## config.mk

```make
export PLATFORM = sky130hd
export DESIGN_NAME = seq_divider_8bit
export DESIGN_NICKNAME = d
export VERILOG_FILES = /design/src/rtl/seq_div_pkg.sv /design/src/rtl/div_step.sv /design/src/rtl/seq_divider_8bit.sv
export SDC_FILE = /design/constraint.sdc
export NUM_CORES = 1
export LEC_CHECK = 0
export CORE_ASPECT_RATIO = 0.75
export CORE_MARGIN = 5
export CORE_UTILIZATION = 40
export CTS_CLUSTER_DIAMETER = 150
export CTS_CLUSTER_SIZE = 24
export DETAILED_ROUTE_END_ITERATION = 12
export DONT_BUFFER_PORTS = 1
export PLACE_DENSITY_LB_ADDON = 0.08
export SLEW_MARGIN = 20
export SYNTH_ARGS = -nofsm -noshare
export SYNTH_HDL_FRONTEND = slang
export SYNTH_HIERARCHICAL = 1
export SYNTH_SLANG_ARGS = --single-unit
```

## constraint.sdc

```tcl
create_clock -name clk_i -period 3.81 [get_ports clk_i]
set_clock_uncertainty 0.15 [all_clocks]
set_input_delay 0.1905 -clock clk_i [delete_from_list [all_inputs] [get_ports clk_i]]
set_output_delay 0.1905 -clock clk_i [all_outputs]
set_load 0.01 [all_outputs]
```

## src/rtl/seq_div_pkg.sv

```systemverilog
// Shared definitions for the 8-bit sequential restoring divider.
// Holds the controller state type, the operand width, the number of
// restoring iterations and the iteration counter width/terminal value.
package seq_div_pkg;

    localparam int WIDTH = 8;
    localparam int ITER  = 8;
    localparam int CNT_W = 3;

    // Counter value seen during the last restoring step.
    localparam logic [CNT_W-1:0] CNT_LAST = CNT_W'(ITER - 1);

    typedef enum logic [1:0] {
        IDLE = 2'd0,
        CALC = 2'd1,
        DONE = 2'd2
    } state_e;

endpackage

```

## src/rtl/div_step.sv

```systemverilog
// One combinational restoring-division step.
// Ports:
//   rem_shift_i : (WIDTH+1)-bit partial remainder, already shifted left with
//                 the next dividend bit in its LSB
//   divisor_i   : WIDTH-bit unsigned divisor
//   rem_next_o  : WIDTH-bit partial remainder after the trial subtraction
//   q_bit_o     : quotient bit produced by this step
module div_step
    import seq_div_pkg::*;
(
    input  logic [WIDTH:0]   rem_shift_i,
    input  logic [WIDTH-1:0] divisor_i,
    output logic [WIDTH-1:0] rem_next_o,
    output logic             q_bit_o
);

    logic [WIDTH:0] divisor_ext;
    logic [WIDTH:0] diff;

    // Compare directly rather than relying on the sign bit of the
    // difference: the shifted remainder may use all 9 bits. Whichever value
    // is kept always fits in WIDTH bits, because the kept remainder is
    // strictly smaller than the divisor.
    always_comb begin
        divisor_ext = {1'b0, divisor_i};
        diff        = rem_shift_i - divisor_ext;
        q_bit_o     = 1'b0;
        rem_next_o  = rem_shift_i[WIDTH-1:0];
        if (rem_shift_i >= divisor_ext) begin
            q_bit_o    = 1'b1;
            rem_next_o = diff[WIDTH-1:0];
        end
    end

endmodule

```

## src/rtl/seq_divider_8bit.sv

```systemverilog
// 8-bit unsigned sequential divider (restoring, one bit per clock).
// Ports:
//   clk_i         : clock, all state updates on the rising edge
//   rst_i         : synchronous active-high reset
//   start_i       : start request, accepted only while ready_o is high
//   dividend_i    : unsigned dividend, sampled with start_i
//   divisor_i     : unsigned divisor, sampled with start_i
//   ready_o       : high while idle
//   valid_o       : one-cycle pulse when the result outputs are fresh
//   quotient_o    : quotient (all ones on divide by zero)
//   remainder_o   : remainder (the dividend on divide by zero)
//   div_by_zero_o : the last accepted divisor was zero
// Results are held in dedicated output registers so they stay stable while
// the next division is being computed.
module seq_divider_8bit #(
    parameter int WIDTH = 8
) (
    input  logic             clk_i,
    input  logic             rst_i,
    input  logic             start_i,
    input  logic [WIDTH-1:0] dividend_i,
    input  logic [WIDTH-1:0] divisor_i,
    output logic             ready_o,
    output logic             valid_o,
    output logic [WIDTH-1:0] quotient_o,
    output logic [WIDTH-1:0] remainder_o,
    output logic             div_by_zero_o
);

    import seq_div_pkg::*;

    state_e             state_q,   state_d;
    logic [CNT_W-1:0]   cnt_q,     cnt_d;
    logic [WIDTH-1:0]   rem_q,     rem_d;
    logic [WIDTH-1:0]   quo_q,     quo_d;
    logic [WIDTH-1:0]   dvd_q,     dvd_d;
    logic [WIDTH-1:0]   dsr_q,     dsr_d;
    logic [WIDTH-1:0]   quo_out_q, quo_out_d;
    logic [WIDTH-1:0]   rem_out_q, rem_out_d;
    logic               dbz_q,     dbz_d;

    logic [WIDTH-1:0]   step_rem;
    logic               step_qbit;
    logic [WIDTH-1:0]   step_quo;

    div_step u_div_step (
        .rem_shift_i (({rem_q, dvd_q[WIDTH-1]})),
        .divisor_i   (dsr_q),
        .rem_next_o  (step_rem),
        .q_bit_o     (step_qbit)
    );

    assign step_quo = {quo_q[WIDTH-2:0], step_qbit};

    // Next-state logic. The working registers (rem/quo/dvd) advance during
    // CALC; the visible result registers change only on entry to DONE.
    always_comb begin
        state_d   = state_q;
        cnt_d     = cnt_q;
        rem_d     = rem_q;
        quo_d     = quo_q;
        dvd_d     = dvd_q;
        dsr_d     = dsr_q;
        quo_out_d = quo_out_q;
        rem_out_d = rem_out_q;
        dbz_d     = dbz_q;
        unique case (state_q)
            IDLE: begin
                if (start_i) begin
                    if (divisor_i == '0) begin
                        state_d   = DONE;
                        quo_out_d = '1;
                        rem_out_d = dividend_i;
                        dbz_d     = 1'b1;
                    end else begin
                        state_d = CALC;
                        dvd_d   = dividend_i;
                        dsr_d   = divisor_i;
                        rem_d   = '0;
                        quo_d   = '0;
                        cnt_d   = '0;
                    end
                end
            end
            CALC: begin
                rem_d = step_rem;
                quo_d = step_quo;
                dvd_d = {dvd_q[WIDTH-2:0], 1'b0};
                cnt_d = cnt_q + 1'b1;
                if (cnt_q == CNT_LAST) begin
                    state_d   = DONE;
                    quo_out_d = step_quo;
                    rem_out_d = step_rem;
                    dbz_d     = 1'b0;
                end
            end
            DONE: begin
                state_d = IDLE;
            end
            default: begin
                state_d = IDLE;
            end
        endcase
    end

    always_ff @(posedge clk_i) begin
        if (rst_i) begin
            state_q   <= IDLE;
            cnt_q     <= '0;
            rem_q     <= '0;
            quo_q     <= '0;
            dvd_q     <= '0;
            dsr_q     <= '0;
            quo_out_q <= '0;
            rem_out_q <= '0;
            dbz_q     <= 1'b0;
        end else begin
            state_q   <= state_d;
            cnt_q     <= cnt_d;
            rem_q     <= rem_d;
            quo_q     <= quo_d;
            dvd_q     <= dvd_d;
            dsr_q     <= dsr_d;
            quo_out_q <= quo_out_d;
            rem_out_q <= rem_out_d;
            dbz_q     <= dbz_d;
        end
    end

    assign ready_o       = (state_q == IDLE);
    assign valid_o       = (state_q == DONE);
    assign quotient_o    = quo_out_q;
    assign remainder_o   = rem_out_q;
    assign div_by_zero_o = dbz_q;

endmodule

```

---- After elaboration in Yosys (flattened, before gate mapping) ----
Cells that the tools add are included.
operators by class
  $add $sub $neg .......................... 2
  magnitude comparators ................... 1
  equal/unequal tests ..................... 7
  mux-type cells .......................... 28
  bitwise gates (word level) .............. 1
  reduce and logical (&&, ||, !) cells .... 7
operators by type and width
  operator                                               number
  two-way mux 8 bit                                      11
  one-hot mux 8 bit (2 select lines)                     4
  one-hot mux 7 bit (2 select lines)                     1
  greater-or-equal comparator 9 x 8 -> 1 bit             1
  zero test 8 bit                                        1
  subtractor 8 bit                                       1
  two-way mux 2 bit                                      3
  two-way mux 3 bit                                      2
  inequality test 2 bit, second input constant           3
  one-hot mux 3 bit (2 select lines)                     1
  AND reduction 3 bit                                    2
  two-way mux 1 bit                                      4
  one-hot mux 2 bit (2 select lines)                     1
  AND reduction 4 bit                                    1
  adder 3 x 1 -> 3 bit, second input constant            1
  equality test 3 bit, second input constant             1
  equality test 2 x 1 -> 1 bit, second input constant    1
  equality test 2 bit, second input constant             1
  zero test 2 bit                                        1
  inequality test 2 x 1 -> 1 bit, second input constant  1
  one-hot mux 1 bit (2 select lines)                     1
  AND reduction 2 bit                                    1
  nonzero test 2 bit                                     1
  NOT 1 bit                                              1
storage, ports and cells
  register bits after elaboration ......... 53
  input port bits ......................... 19
  output and inout bits ................... 19

---- Depth between registers and ports, before layout ----
Gate-level depths: netlist (run 1).
  depth after elaboration ................. 4
  mapped depth ............................ 12

---- Cells and area by module ----
Netlist (run 1), hierarchy kept.
modules (own cells, without submodules)
  module            instances  cells an instance  area an instance (µm²)  sequential area each (µm²)
  seq_divider_8bit  1          226                2,135.8                 1,061.0
  div_step          1          66                 539.3                   0.0

---- Least setup slack after synthesis (run 1) ----
Ideal clock, no wire load.
  path type ............................... register -> register
  start point ............................. register dsr_q[6]
  end point ............................... register rem_out_q[2] (netlist: remainder_o[2])
  library setup time ...................... 116 ps
  data arrival time ....................... 2,194 ps
  data required time ...................... 3,544 ps
  setup slack ............................. 1,350 ps
  cell stages (with the launch flop) ...... 11
  buffers on the path ..................... 1
  cells stage by stage .................... dfxtp_1 > inv_1 > ha_1 > a21o_1 > a2111oi_2 > o21a_1 > buf_6 > mux2_4 > nand2_1 > a211oi_1 > a31o_2
between the ends
  word-level cells in the longest chain between the ends .. 4
RTL lines
  what                                        RTL line                 RTL
  start: declaration                          seq_divider_8bit.sv:37   logic [WIDTH-1:0] dsr_q, dsr_d;
  start signal: assignment                    seq_divider_8bit.sv:123  dsr_q <= dsr_d;
  greater-or-equal comparator 9 x 8 -> 1 bit  div_step.sv:29           if (rem_shift_i >= divisor_ext) begin
  two-way mux 8 bit                           div_step.sv:29
  net step_rem[2]                             seq_divider_8bit.sv:42   logic [WIDTH-1:0] step_rem;
  two-way mux 8 bit                           seq_divider_8bit.sv:90   if (cnt_q == CNT_LAST) begin
  one-hot mux 8 bit (2 select lines)          seq_divider_8bit.sv:67   unique case (state_q)
  end signal: assignment                      seq_divider_8bit.sv:125  rem_out_q <= rem_out_d;
  end: declaration                            seq_divider_8bit.sv:39   logic [WIDTH-1:0] rem_out_q, rem_out_d;
The timed path passes the listed nets, and every way through them passes these cells. The select of a mux whose other input is x is not followed.
A chain may end at the register's enable or synchronous reset.

---- Worst setup path in the final report (run 1) ----
  start point ............................. register dsr_q[6]
  end point ............................... register rem_out_q[4] (netlist: remainder_o[4])
Same word-level chain as after synthesis.

==> results.py, run 1 <==
metrics = {
    "run_status": {
        "outcome": "complete, no violations",
    },
    "floorplan": {
        "fp.dieW_um": 104.4,
        "initial_utilization_pct": 41.72,
        "die_area_sq_um": 8440,
        "pin_count": 38,
        "core-area_sq_um": 6412,
        "die-height_um": 80.82,
        "fp-row-count": 25,
    },
    "synth": {
        "syn_area_sq_um": 2675,
        "synth_edf_count": 0,
        "yosysTopAreaCell": "dfxtp_1",
        "synth_commonest_cells": "dfxtp_1 (53), nand2_1 (41), nor2_1 (24)",
        "async_flop_share_pct": 0,
        "synth_fa_ha_area_share_pct": 5.426,
        "yosys_warnings": 6,
        "yosys-mux-area-fraction_pct": 7.858,
        "yosys.area_share.xor_xnor_pct": 0.9822,
        "synth_compound_area_share_pct": 21.42,
        "syn_nets": 322,
        "synth_top_area_share_pct": 39.66,
        "ys_seq_area_share_pct": 39.66,
        "synth.avg_cell_area_sq_um": 9.161,
        "synthMostInstantiatedCell": "dfxtp_1",
        "netlist-cell-type-count": 45,
        "synth_area_leaders": "dfxtp_1 (40%), nand2_1 (5.8%), ha_1 (4.7%)",
        "synthFlopType": "dfxtp_1",
        "synth_top_family_by_area": "compound AO/OA/AOI/OAI gates",
        "synth_simple_gate_area_share_pct": 18.85,
        "synth-seq-cells": 53,
        "syn_inst": 292,
    },
    "setup_path": {
        "cp_slowest_cell": "o21a_1",
        "cp-start-kind": "flip-flop",
        "cp-end-kind": "flip-flop",
        "path_class": "reg2reg",
        "reg2reg_from": "dsr_q[6]",
        "reg2reg_depth": 9,
        "worst-path-max-fanout": 9,
        "path_buf_inv": 1,
        "cp_cell_sequence": "inv_1 > ha_1 > a21o_1 > a2111oi_2 > o21a_1 > mux2_4 > nand2_1 > a211oi_1 > a31o_2",
        "max_stage_delay_ns": 0.50,
        "r2r-end": "remainder_o[4]",
        "rrSetupSlack_ns": 0.91,
        "worstPathRequired_ns": 3.86,
        "cp_top_family": "compound AO/OA/AOI/OAI gates",
        "critPathArrivalTime_ns": 2.94,
    },
    "timing": {
        "final.setup.worst_slack_ns": 0.9134,
        "setup_viol": 0,
        "report.final.hold_viol_count": 0,
        "period_minus_slack_ns": 2.897,
        "hold_slack_ns": 0.01421,
        "fin_setup_tns_ns": 0,
        "fmax_ghz": 0.3452,
        "period_share_pct": 76.03,
        "maxSlewHeadroom_pct": 41.83,
        "slew_violations": 0,
        "worstMarginPinSlew_ns": 0.8697,
        "rsz0062_at_grt": "no",
    },
    "placement": {
        "dp_hpwl_mm": 4.585,
        "pre_cts_ws_ns": 0.9429,
        "numPortBuffers": 0,
        "gp_congestion": 0.7839,
    },
    "grt": {
        "grt_pass1_vias": 2122,
        "antenna_found_initial": 0,
        "grt.total_usage_pct": 16.84,
        "grt-ovfl-total": 0,
        "grt_start_max_net_pins": 35,
        "grt_first_pass_wirelength_mm": 11.41,
    },
    "routing": {
        "postRouteAntennaNets": 0,
        "wl_per_cell_um": 17.56,
        "vias_per_cell": 5.500,
        "dr.first_iter.drc_count": 133,
        "drc_errors": 0,
        "first_pass_iters": 4,
        "num_vias": 2123,
        "finalWirelength_mm": 6.777,
    },
    "final_layout": {
        "antennaDiodeCount": 0,
        "nFillCells": 650,
        "drive_above_1_share_pct": 14.10,
        "nets": 334,
        "area_delta_synth_final_pct": 11.97,
    },
    "hold_path": {
        "whs_endpoint": "remainder_o[5]",
        "hold_class": "in2reg",
        "hold_depth": 2,
        "hp-start": "rst_i",
    },
    "clocking": {
        "root_buffer": "clkbuf_8",
        "clock_sinks": 53,
        "ctsLongestPathBuffers": 2,
        "post_cts_buffers": 0,
        "clkLatencyLatePin_ns": 0.30,
        "htreeDepth": 2,
        "cts_resized": 0,
        "cts_tree": "built",
        "numCtsBuffers": 5,
        "holdBufCountCts": 20,
        "clkTransAtPathRegs_ns": 0.09,
    },
    "power_and_ir_drop": {
        "static-leakage-power_nw": 1.180,
        "peakVddDrop_mv": 0.1540,
        "power.density_nw_per_um2": 441.0,
    },
    "run": {
        "maxCapViolations": 0,
    },
}
[cell type report]
type	count	area, sq um	share of cell area [%]
flip-flops and latches	53	1061	35.42
multi-input cells	207	1461	48.79
clock inverters	2	10.01	0.3342
repair buffers	24	240.2	8.020
inverters	13	48.80	1.629
clock buffers	6	72.57	2.423
well taps	81	101.3	3.383
[worst max path at each step]
stage | cells after the start | to | slack, ns | startpoint
floorplan | 10 | remainder_o[2] | 1.35 | dsr_q[6]
global placement | 9 | remainder_o[3] | 0.97 | dsr_q[6]
detailed placement | 9 | remainder_o[4] | 0.94 | dsr_q[6]
CTS | 9 | remainder_o[5] | 0.94 | dsr_q[6]
global route | 9 | remainder_o[4] | 0.67 | dsr_q[6]
finish | 9 | remainder_o[4] | 0.91 | dsr_q[6]
[layout by cell type (no fill, tap or decap), drive strengths merged, types with 2 or more instances in the layout]
cell         count
mux2             6
clkinv           2
nand3            8
a2bb2oi          7
dfxtp           53
nor4             3
a31o             8
nor2b            3
a211oi           9
nor2            24
o221a            8
ha              10
nor3b            2
a31oi            2
and2             5
a21oi            9
nor3            12
mux2i           12
a21o             4
inv             13
nand2b           4
xnor2            3
nand2           42
buf              5
o21a             2
o21ai            8
a311oi           7
dlygate4sd3     19
clkbuf           6
[cells by family after synthesis]
family	count (synthesis)
simple gates	105
compound gates	70
flops	53
buf+inv	32
mux	18
fa+ha+maj	11
xor+xnor	3
[through the flow]
step | power, W | cell area [sq um] | std cells | util, %
finish | 0.001321 | 2995 | 386 | 46.71
global route | 0.001411 | 2995 | 386 | 46.71
CTS | 0.001332 | 2995 | 386 | 46.71
detailed placement | 0.001001 | 2703 | 358 | 42.15
global placement | 0.001001 | 2703 | 358 | 42.15
floorplan | 0.0009578 | 2675 | 292 | -
[sequential cells by signal, summed over array words and instances, names as in the netlist]
name,flops
dsr_q,8
dvd_q,8
quotient_o,8
rem_q,8
remainder_o,8
quo_q,7
cnt_q,3
state_q,2
div_by_zero_o,1
[power by group]
part           switching [W]  internal [W]
clock               0.000176      0.000128
combinational       0.000210      0.000205
sequential         0.0000214      0.000581
total               0.000407      0.000914
[layer usage]
| metal | global-route usage [%] | vias up | share of wire [%] |
|---|---|---|---|
| li1 | - | 1074 | - |
| met1 | 25.88 | 992 | 54 |
| met2 | 22.95 | 55 | 39 |
| met3 | 4.845 | 2 | 6.9 |
| met4 | 3.493 | 0 | 0.31 |
| met5 | 0 | - | 0 |
(Power assumes the default switching activity.)
==> run 2, diff against run 1 <==
==> constraint.sdc (replaced) <==
create_clock -name clk_i -period 2.4 [get_ports clk_i]
set_clock_uncertainty 0.15 [all_clocks]
set_input_delay 0.12 -clock clk_i [delete_from_list [all_inputs] [get_ports clk_i]]
set_output_delay 0.12 -clock clk_i [all_outputs]
set_load 0.01 [all_outputs]
==> run 2 against run 1 <==
Compared with the run above: the flow now finishes with violations (hold timing); design area rose by 20%; power increased by 100%; routed wire length is 7.3% higher; count of clock-buffer cells in the layout unchanged; die area unchanged; non-clock buffer count grew 34; worst setup slack worse by 0.89 ns; via count rose by 7.8%; register-to-register slack worse by 0.89 ns; critical path type unchanged; highest routed layer unchanged.
==> results.py, run 2 (synthesis results as in run 1) <==
metrics = {
    "floorplan": {
        "fp-row-count": 25,
        "core-area_sq_um": 6412,
        "pin_count": 38,
        "die_area_sq_um": 8440,
        "initial_utilization_pct": 41.72,
        "die-height_um": 80.82,
        "fp.dieW_um": 104.4,
    },
    "hold_path": {
        "hold_class": "in2reg",
        "hold_depth": 3,
        "hp-start": "dividend_i[0]",
        "whs_endpoint": "remainder_o[0]",
    },
    "setup_path": {
        "reg2reg_depth": 12,
        "r2r-end": "remainder_o[2]",
        "max_stage_delay_ns": 0.35,
        "worst-path-max-fanout": 5,
        "cp-end-kind": "flip-flop",
        "reg2reg_from": "dsr_q[6]",
        "worstPathRequired_ns": 2.45,
        "critPathArrivalTime_ns": 2.43,
        "cp-start-kind": "flip-flop",
        "startpoint": "dsr_q[6]",
        "rrSetupSlack_ns": 0.02,
        "cp_slowest_cell": "dfxtp_2",
        "path_class": "reg2reg",
        "cp_cell_sequence": "inv_2 > ha_4 > buf_6 > nand3_4 > nor3_4 > a2111oi_4 > o21a_2 > buf_12 > mux2_4 > nand2_4 > a211oi_2 > a31o_2",
    },
    "final_layout": {
        "nFillCells": 605,
        "nets": 368,
        "antennaDiodeCount": 0,
        "mostFrequentLayoutCell": "dfxtp_1",
        "drive_above_1_share_pct": 35.10,
        "layout.cells.most_common_list": "dfxtp_1 (41), nand2_1 (33), buf_4 (29)",
        "area_delta_synth_final_pct": 33.86,
        "design_area_sq_um": 3581,
    },
    "timing": {
        "fmax_ghz": 0.4203,
        "slew_violations": 0,
        "worstMarginPinSlew_ns": 0.6962,
        "rsz0062_at_grt": "yes",
        "report.final.hold_viol_count": 1,
        "maxSlewHeadroom_pct": 53.54,
        "period_share_pct": 99.13,
        "hold_slack_ns": -0.0003197,
        "setup_viol": 0,
        "period_minus_slack_ns": 2.379,
    },
    "grt": {
        "grt.total_usage_pct": 17.53,
        "grt_start_max_net_pins": 41,
        "grt_pass1_vias": 2256,
        "antenna_found_initial": 0,
        "grt-ovfl-total": 0,
        "grt_first_pass_wirelength_mm": 11.90,
    },
    "placement": {
        "gp_congestion": 0.7635,
        "numPortBuffers": 0,
        "placed_area_sq_um": 2908,
        "dp_hpwl_mm": 4.800,
    },
    "routing": {
        "drc_errors": 0,
        "postRouteAntennaNets": 0,
        "wl_per_cell_um": 17.31,
        "vias_per_cell": 5.450,
        "dr.first_iter.drc_count": 96,
        "finalWirelength_mm": 7.269,
        "num_vias": 2289,
        "first_pass_iters": 4,
    },
    "clocking": {
        "numCtsBuffers": 5,
        "clkLatencyLatePin_ns": 0.30,
        "cts_tree": "built",
        "htreeDepth": 2,
        "ctsLongestPathBuffers": 2,
        "root_buffer": "clkbuf_8",
        "clock_sinks": 53,
        "clkTransAtPathRegs_ns": 0.09,
    },
    "power_and_ir_drop": {
        "static-leakage-power_nw": 1.444,
        "peakVddDrop_mv": 0.4253,
        "power.density_nw_per_um2": 739.1,
    },
    "run_status": {
        "violations": "hold timing",
        "outcome": "finished, violations left",
    },
    "run": {
        "maxCapViolations": 0,
    },
}
-- run 2: repair_timing --
item | in CTS | in global routing
gates cloned | 1 | 0
hold buffers | 24 | 0
setup buffers | 4 | 3
endpoints found under the hold margin | 40 | 0
pin swaps | 11 | 11
resized for setup | 29 | 31
endpoints found under the setup margin | 13 | 16
-- run 2: worst max-delay path, delay by kind of cell, from the launching register on --
family          cells  cell delay [ns]
fa+ha+maj           1             0.21
compound gates      4             0.77
buf+inv             3             0.32
simple gates        3             0.17
flops               1             0.35
mux                 1             0.31
-- run 2: area by class of cell --
type / instances / area, sq um / share of cell area, %
Multi-Input combinational cell: 207 / 1677 / 46.82
Sequential cell: 53 / 1079 / 30.12
Timing Repair Buffer: 58 / 555.5 / 15.51
Tap cell: 81 / 101.3 / 2.830
Clock buffer: 6 / 82.58 / 2.306
Inverter: 13 / 48.80 / 1.363
Clock inverter: 2 / 37.54 / 1.048
-- run 2: per-stage QoR --
| step | total power (W) | instances | setup TNS [ns] | setup WS [ns] | util, % |
|---|---|---|---|---|---|
| after floorplan | 0.001525 | 292 | 0 | 0.007403 | - |
| after global placement | 0.001728 | 380 | -0.8837 | -0.1287 | 45.35 |
| after detailed placement | 0.001729 | 380 | -0.8033 | -0.1152 | 45.35 |
| after CTS | 0.002570 | 417 | 0 | 0.0002871 | 53.60 |
| after global routing | 0.002791 | 420 | -0.6509 | -0.08402 | 55.84 |
| final | 0.002647 | 420 | 0 | 0.02081 | 55.84 |
-- run 2: power breakdown --
group | internal (W) | leakage [nW] | switching [W]
combinational | 0.000589 | 0.950 | 0.000451
sequential | 0.000925 | 0.436 | 0.0000397
clock | 0.000340 | 0.0574 | 0.000302
-- run 2: per-layer routing --
layer / wire, um / up-vias / track usage (%)
met5: 0 / - / 0
met4: 22 / 0 / 2.975
met3: 370 / 2 / 4.289
met2: 3059 / 49 / 26.23
met1: 3816 / 1093 / 25.81
li1: - / 1145 / -
-- run 2: worst max-delay path by stage --
| stage | endpoint | slack, ns | cells past startpoint |
|---|---|---|---|
| after floorplan | remainder_o[2] | 0.007 | 10 |
| after global placement | remainder_o[4] | -0.13 | 11 |
| after detailed placement | remainder_o[4] | -0.12 | 11 |
| after CTS | remainder_o[6] | 0.0003 | 11 |
| after global routing | remainder_o[2] | -0.08 | 11 |
| final | remainder_o[2] | 0.02 | 12 |
==> run 3, diff against run 2 <==
--- a/config.mk
+++ b/config.mk
@@ -6,7 +6,6 @@
 export NUM_CORES = 1
 export LEC_CHECK = 0
 export CORE_ASPECT_RATIO = 0.75
-export CORE_MARGIN = 5
 export CORE_UTILIZATION = 40
 export CTS_CLUSTER_DIAMETER = 150
 export CTS_CLUSTER_SIZE = 24
==> run 3 against run 2 <==
Compared with the run above: the run ends with hold timing, setup timing left; global-route usage grew 2.9 points; die area fell by 17%; flip-flop and latch count stayed put; sequential power is essentially flat; critical path depth grew 1; maximum frequency is 2.9% lower; clock power is 20% lower; largest cell class unchanged; highest routed layer unchanged.
==> results.py, run 3 (synthesis results as in run 1) <==
metrics = {
    "hold_path": {
        "hp-start": "rst_i",
        "hold_class": "in2reg",
        "hold_depth": 1,
        "whs_endpoint": "rem_q[0]",
    },
    "clocking": {
        "ctsLongestPathBuffers": 2,
        "clkTransAtPathRegs_ns": 0.09,
        "clkLatencyLatePin_ns": 0.31,
        "clock_sinks": 53,
        "numCtsBuffers": 5,
        "htreeDepth": 2,
        "cts_tree": "built",
        "holdBufCountCts": 20,
        "root_buffer": "clkbuf_8",
    },
    "routing": {
        "wl_per_cell_um": 16.73,
        "first_pass_iters": 4,
        "finalWirelength_mm": 6.878,
        "num_vias": 2204,
        "vias_per_cell": 5.363,
        "postRouteAntennaNets": 0,
        "drc_errors": 0,
        "dr.first_iter.drc_count": 97,
    },
    "setup_path": {
        "path_class": "reg2reg",
        "worst-path-max-fanout": 3,
        "cp-end-kind": "flip-flop",
        "r2r-end": "remainder_o[5]",
        "reg2reg_depth": 13,
        "worstPathRequired_ns": 2.46,
        "cp-start-kind": "flip-flop",
        "rrSetupSlack_ns": -0.05,
        "reg2reg_from": "dsr_q[1]",
        "critPathArrivalTime_ns": 2.51,
    },
    "power_and_ir_drop": {
        "static-leakage-power_nw": 1.393,
        "peakVddDrop_mv": 0.2420,
        "power_w": 0.002456,
        "power.density_nw_per_um2": 716.9,
    },
    "final_layout": {
        "area_delta_synth_final_pct": 28.06,
        "drive_above_1_share_pct": 31.82,
        "mostFrequentLayoutCell": "dfxtp_1",
        "layout.cells.most_common_list": "dfxtp_1 (45), nand2_1 (36), buf_4 (27)",
        "fin_cells": 411,
        "antennaDiodeCount": 0,
        "nets": 360,
        "nFillCells": 610,
        "design_area_sq_um": 3426,
    },
    "placement": {
        "gp_congestion": 0.7271,
        "dp_hpwl_mm": 4.664,
        "placed_area_sq_um": 2900,
        "numPlacedInstances": 379,
        "pre_cts_ws_ns": -0.1161,
        "numPortBuffers": 0,
    },
    "run_status": {
        "violations": "hold timing, setup timing",
        "outcome": "finished, violations left",
    },
    "timing": {
        "period_share_pct": 102.1,
        "period_minus_slack_ns": 2.451,
        "setup_viol": 4,
        "hold_slack_ns": -0.2682,
        "rsz0062_at_grt": "yes",
        "fmax_ghz": 0.4080,
        "maxSlewHeadroom_pct": 52.57,
        "final.setup.worst_slack_ns": -0.05096,
        "worstMarginPinSlew_ns": 0.7106,
        "slew_violations": 0,
        "report.final.hold_viol_count": 20,
    },
    "floorplan": {
        "core-area_sq_um": 6381,
        "pin_count": 38,
        "fp-row-count": 25,
        "initial_utilization_pct": 41.92,
        "die_area_sq_um": 7022,
        "fp.dieW_um": 96.43,
        "die-height_um": 72.82,
    },
    "grt": {
        "grt.total_usage_pct": 20.44,
        "grt_start_max_net_pins": 42,
        "grt-ovfl-total": 0,
        "grt_pass1_vias": 2155,
        "antenna_found_initial": 0,
        "grt_first_pass_wirelength_mm": 10.87,
    },
    "run": {
        "maxCapViolations": 0,
    },
}
==> run 3: worst max-delay path by stage <==
stage / from / end / slack, ns / depth (start not counted)
floorplan: dsr_q[6] / remainder_o[2] / 0.007 / 10
global placement: dsr_q[2] / remainder_o[7] / -0.08 / 11
detailed placement: dvd_q[7] / remainder_o[6] / -0.12 / 11
CTS: dsr_q[5] / remainder_o[7] / -0.04 / 10
global route: dsr_q[1] / remainder_o[5] / -0.12 / 13
finish: dsr_q[1] / remainder_o[5] / -0.05 / 13
==> run 3: critical path, cell delays in order (launching register included) <==
cell	delay, ns
dfxtp_2	0.37
inv_2	0.05
ha_4	0.28
nand2b_4	0.06
a211oi_2	0.22
nor2_1	0.11
buf_4	0.14
buf_4	0.12
buf_4	0.12
xnor2_1	0.12
mux2_4	0.26
nand2_1	0.08
a211oi_1	0.07
a31o_2	0.21
==> run 3: repair_timing <==
| item | CTS | global route |
|---|---|---|
| gates resized for setup | 21 | 21 |
| gates cloned | 1 | 0 |
| buffers inserted | 3 | 2 |
| setup endpoints to repair | 11 | 16 |
| pin swaps | 7 | 7 |
| endpoints found under the hold margin | 40 | 20 |
==> run 3: where the power goes <==
group	internal, W	total (W)	switching [W]
clock	0.000229	0.000515	0.000286
sequential	0.000924	0.000962	0.0000380
combinational	0.000578	0.000979	0.000400
==> run 3: layout make-up <==
class	count	area (sq um)	area share, %
flip-flops and latches	53	1071	31.26
well taps	81	101.3	2.958
clock buffers	6	82.58	2.411
inverters	13	48.80	1.424
clock inverters	1	7.507	0.2191
repair buffers	50	466.7	13.62
multi-input cells	207	1648	48.10
==> run 3: per-layer routing <==
layer	vias up	share of wire [%]	track usage, %
li1	1127	-	-
met2	45	40	28.76
met1	1027	53	30.86
met5	-	0	0
met4	0	0.74	4.902
met3	5	5.7	5.208
==> run 3: through the flow <==
| stage | TNS (ns) | hold WS [ns] | utilization (%) |
|---|---|---|---|
| 6_report | -0.1294 | -0.2682 | 53.69 |
| 4_1_cts | -0.1800 | -0.2890 | 52.20 |
| 3_5_place_dp | -0.4458 | 0.04609 | 45.45 |
| 2_1_floorplan | 0 | 0.1172 | - |
| 3_3_place_gp | -0.2753 | 0.04361 | 45.45 |
| 5_1_grt | -0.6721 | -0.2928 | 53.69 |
